==> src/rtl/mulu_seq_xy.sv <==
// Radix-2 shift-add sequential multiplier with valid/ready operand and result handshakes.
// Optional two's-complement mode; the product is held until the consumer takes it.
module mulu_seq_xy #(
    parameter int X_WIDTH    = 3,
    parameter int Y_WIDTH    = 3,
    parameter int HAS_SIGNED = 1,
    localparam int P_WIDTH   = X_WIDTH + Y_WIDTH
) (
    input  logic               clk,
    input  logic               rst_n,
    input  logic               in_valid,
    output logic               in_ready,
    input  logic [X_WIDTH-1:0] x,
    input  logic [Y_WIDTH-1:0] y,
    input  logic               signed_en,
    output logic               out_valid,
    input  logic               out_ready,
    output logic [P_WIDTH-1:0] p,
    output logic               s
);

    localparam int CNT_W = $clog2(Y_WIDTH + 1);
    localparam logic [X_WIDTH-1:0] X_ONE     = 1;
    localparam logic [Y_WIDTH-1:0] Y_ONE     = 1;
    localparam logic [P_WIDTH-1:0] P_ONE     = 1;
    localparam logic [CNT_W-1:0]   CNT_ONE   = 1;
    localparam logic [CNT_W-1:0]   CNT_LAST  = CNT_W'(Y_WIDTH - 1);

    typedef enum logic [1:0] {
        IDLE,
        RUN,
        DONE
    } state_t;

    state_t             state_q, state_d;
    logic [P_WIDTH:0]   acc_q, acc_d;
    logic [X_WIDTH-1:0] xMag_q, xMag_d;
    logic               neg_q, neg_d;
    logic [CNT_W-1:0]   cnt_q, cnt_d;
    logic [P_WIDTH-1:0] p_q, p_d;
    logic               s_q, s_d;

    logic               signedMode;
    logic [X_WIDTH-1:0] xMag;
    logic [Y_WIDTH-1:0] yMag;
    logic [X_WIDTH:0]   upperSum;
    logic [P_WIDTH:0]   stepAcc;
    logic [P_WIDTH-1:0] prodMag;
    logic [P_WIDTH-1:0] prodFix;

    assign signedMode = (HAS_SIGNED != 0) && signed_en;
    assign xMag = (signedMode && x[X_WIDTH-1]) ? (~x + X_ONE) : x;
    assign yMag = (signedMode && y[Y_WIDTH-1]) ? (~y + Y_ONE) : y;

    // Multiplier bits sit in the low end of the accumulator and shift out as partial sums shift in.
    assign upperSum = acc_q[P_WIDTH:Y_WIDTH] + (acc_q[0] ? {1'b0, xMag_q} : '0);
    assign stepAcc  = {1'b0, upperSum, acc_q[Y_WIDTH-1:1]};
    assign prodMag  = stepAcc[P_WIDTH-1:0];
    assign prodFix  = neg_q ? (~prodMag + P_ONE) : prodMag;

    always_ff @(posedge clk or negedge rst_n) begin
        if (!rst_n) begin
            state_q <= IDLE;
            acc_q   <= '0;
            xMag_q  <= '0;
            neg_q   <= 1'b0;
            cnt_q   <= '0;
            p_q     <= '0;
            s_q     <= 1'b0;
        end else begin
            state_q <= state_d;
            acc_q   <= acc_d;
            xMag_q  <= xMag_d;
            neg_q   <= neg_d;
            cnt_q   <= cnt_d;
            p_q     <= p_d;
            s_q     <= s_d;
        end
    end

    always_comb begin
        state_d = state_q;
        acc_d   = acc_q;
        xMag_d  = xMag_q;
        neg_d   = neg_q;
        cnt_d   = cnt_q;
        p_d     = p_q;
        s_d     = s_q;
        case (state_q)
            IDLE: begin
                if (in_valid) begin
                    acc_d   = {{(X_WIDTH + 1){1'b0}}, yMag};
                    xMag_d  = xMag;
                    neg_d   = signedMode && (x[X_WIDTH-1] ^ y[Y_WIDTH-1]);
                    cnt_d   = '0;
                    state_d = RUN;
                end
            end
            RUN: begin
                acc_d = stepAcc;
                cnt_d = cnt_q + CNT_ONE;
                // The last shift-add edge also applies the sign and publishes the result.
                if (cnt_q == CNT_LAST) begin
                    p_d     = prodFix;
                    s_d     = neg_q && (prodFix != '0);
                    state_d = DONE;
                end
            end
            DONE: begin
                if (out_ready) begin
                    state_d = IDLE;
                end
            end
            default: begin
                state_d = IDLE;
            end
        endcase
    end

    assign in_ready  = (state_q == IDLE);
    assign out_valid = (state_q == DONE);
    assign p         = p_q;
    assign s         = s_q;

endmodule

==> config.mk <==
export PLATFORM = sky130hd
export DESIGN_NAME = mulu_seq_xy
export DESIGN_NICKNAME = d
export VERILOG_FILES = /design/src/rtl/mulu_seq_xy.sv
export SDC_FILE = /design/constraint.sdc
export NUM_CORES = 1
export LEC_CHECK = 0
export ABC_CLOCK_PERIOD_IN_PS = 2360
export BUFFER_PORTS_ARGS = -buffer_cell sky130_fd_sc_hd__buf_2
export CORE_ASPECT_RATIO = 1.5
export CORE_UTILIZATION = 51
export DETAILED_ROUTE_END_ITERATION = 10
export HOLD_SLACK_MARGIN = 0.05
export PLACE_DENSITY = 0.74
export SYNTH_ARGS = -nofsm -noshare
export SYNTH_HDL_FRONTEND = slang
export SYNTH_SLANG_ARGS = --single-unit
==> constraint.sdc <==
create_clock -name clk -period 2.36 [get_ports clk]
set_clock_uncertainty 0.1 [all_clocks]
set_input_delay 0 -clock clk [delete_from_list [all_inputs] [get_ports clk]]
set_output_delay 0 -clock clk [all_outputs]
set_load 0.02 [all_outputs]
==> metrics.yaml <==
grt_overflow: 0
ff2ff_path_depth: 7
place_hpwl_mm: 1.70
ys_ff_latch: 21
switching_power_mw: 0.689
fin_crit_ns: 2.10
fp.dieH_um: 60.7
synth_cell_types: 29
place_area_um2: 1290
nNetsFinal: 179
cts_buffers: 3
gp_congestion: 0.787
timing.critical_path.cells: "and2_1 > ha_1 > inv_1 > fa_1 > or2_2 > mux2i_1 > a31oi_1"
dr.pass1.iters: 4
ioPinCount: 20
rsz0062_at_grt: "no"
clockRootBuffer: "clkbuf_4"
crit_arrival_ns: 2.18
reg2reg_to: "s"
start_util: 0.557
crit_type: "reg2reg"
fin_crit_sh: 0.891
cts_tree: "done"
synth_top_family_by_area: "simple AND/OR/NAND/NOR gates"
worst_slack_ns: 0.257
syn_area_um2: 1170
h-tree-depth: 1
power_frac_seq: 0.397
crit_required_ns: 2.43
clock-sinks: 21
syn_area_per_cell_um2: 9.21
powerDensity_nw_per_um2: 1120
timing.fmax_ghz: 0.476
yosys_most_used_dff: "dfrtp_1"
internal-power_mw: 0.900
cpPeakStageDelay_ns: 0.50
wirelength_mm: 2.31
synth_edf_count: 0
cp-end-kind: "flop"
reg2reg_slack_ns: 0.26
final_layout_size_suffix_gt1_frac: 0.182
relSlewSlack: 0.692
cp-endpoint: "s"
r2r-start: "acc_q[0]"
synth_adder_area_share: 0.0920
status: "complete, no violations"
grt_max_degree: 22
netlist_instances: 127
fillers: 205
fin_tns_setup_ns: 0
start_kind: "flop"
syn_to_final_growth_pct: 21.6
finalSetupViolations: 0
cp-startpoint: "acc_q[0]"
synth_xor_area_frac: 0.0513
crit_slowest_cell: "fa_1"
antenna_found_initial: 0
cp_max_fo: 6
synth_nets: 146
synth_compound_area_frac: 0.134
synth_mux_area_frac: 0.0449
grt.total_usage: 0.227
antenna_left: 0
cts_max_path_buffers: 2
synth_seq_area_share: 0.449
cts_resized: 0
holdCritPathClass: "in2async"
p_comb_frac: 0.497
ir_drop_mv: 0.625
maxCapViolations: 0
async_flop_share: 1.00
seq_area_um2: 526
avgViaCountPerCell: 5.34
die_area_um2: 2490
cts_setup_buffers: 0
final_area_um2: 1420
antenna_cells: 0
clk_pin_slew_ns: 0.11
design.core.area_um2: 2100
yosys.area_share.simple: 0.179
first_iter_violations: 15
power_leakage_nw: 0.709
whs_ns: 0.0780
routed-via-count: 966
num_rows: 20
multi_input_area_um2: 586
pwr-share-clk: 0.107
drv_slew: 0
hold_viol: 0
tightest_slew_ns: 0.462
portBuffers: 19
ys_warn_count: 0
grt_pass1_wl_mm: 3.84
avgRoutedWirePerCell_um: 12.7
p_sw_frac: 0.434
pre_cts_ws_ns: 0.286
grt_pass1_vias: 948
die_w_um: 41.1
drc: 0
insertion_delay_ns: 0.29
[worst min path at each step]
stage	startpoint	end
2_1_floorplan	rst_n	acc_q[0]
3_3_place_gp	rst_n	acc_q[3]
3_5_place_dp	rst_n	p[3]
4_1_cts	y[1]	acc_q[1]
5_1_grt	rst_n	p[3]
6_report	rst_n	p[3]
[through the flow]
step / util / std cells / power (mW)
after floorplan: - / 127 / 1.19
after global placement: 0.612 / 166 / 1.37
after detailed placement: 0.612 / 166 / 1.41
after CTS: 0.677 / 181 / 1.60
after global routing: 0.677 / 181 / 1.73
final: 0.677 / 181 / 1.59
[what timing repair did]
item | CTS | global route
hold buffers | 11 | 0
hold endpoints to repair | 29 | 0
setup endpoints to repair | 0 | 0
[cells in the final DEF, fill, tap and decap left out, types with 2 or more instances in the layout]
master,count
inv_1,12
nand3_1,2
xnor2_1,2
o21ai_0,16
buf_2,19
dfrtp_1,21
nor3_1,2
nor2_1,5
xor2_1,3
dlygate4sd3_1,11
mux2_2,2
nor2b_1,2
a21oi_1,5
nand2_1,21
nand2b_1,5
nand3b_1,2
clkbuf_4,3
a31oi_1,2
and2_1,2
a22oi_1,2
mux2i_1,3
ha_1,7
[Yosys cell counts (3+ instances only)]
master,n,share of area
nand2_1,21,0.067
inv_1,12,0.038
ha_1,7,0.075
xor2_1,3,0.022
a21oi_1,5,0.021
o21ai_0,16,0.068
dfrtp_1,21,0.45
nand2b_1,5,0.027
nor2_1,5,0.016
mux2i_1,3,0.026
[state kept, by name, indices dropped and copies added (netlist names)]
register  count
acc_q         6
cnt_q         2
neg_q         1
xMag_q        3
p             6
s             1
state_q       2
[routing by layer]
metal	share of wire	global-route usage	vias up
met3	0.026	0.0256	4
met4	0.018	0.0876	0
met5	0	0	-
met2	0.57	0.435	21
met1	0.39	0.229	458
li1	-	-	483
[kinds of logic after synthesis]
logic type | Yosys count
compound gates | 28
xor+xnor | 6
fa+ha+maj | 8
buf+inv | 15
flops | 21
mux | 5
simple gates | 44
[final cells by class]
type | instances | area share
multi-input cells | 91 | 0.412
flip-flops and latches | 21 | 0.369
repair buffers | 31 | 0.150
inverters | 12 | 0.0317
well taps | 22 | 0.0193
clock buffers | 4 | 0.0185
[power by group through the flow]
stage          clock, mW  sequential [mW]  combinational [mW]
6_report           0.169            0.630               0.789
5_1_grt            0.184            0.658               0.886
3_5_place_dp           0            0.638               0.776
4_1_cts            0.175            0.632               0.790
2_1_floorplan          0            0.644               0.550
3_3_place_gp           0            0.630               0.743
[worst max-delay path, delay by kind of cell, from the launching register on]
| family | cells | cell delay (ns) |
|---|---|---|
| simple gates | 2 | 0.47 |
| compound gates | 1 | 0.11 |
| flops | 1 | 0.41 |
| fa+ha+maj | 2 | 0.69 |
| mux | 1 | 0.13 |
| buf+inv | 1 | 0.08 |
(Power assumes the default switching activity.)
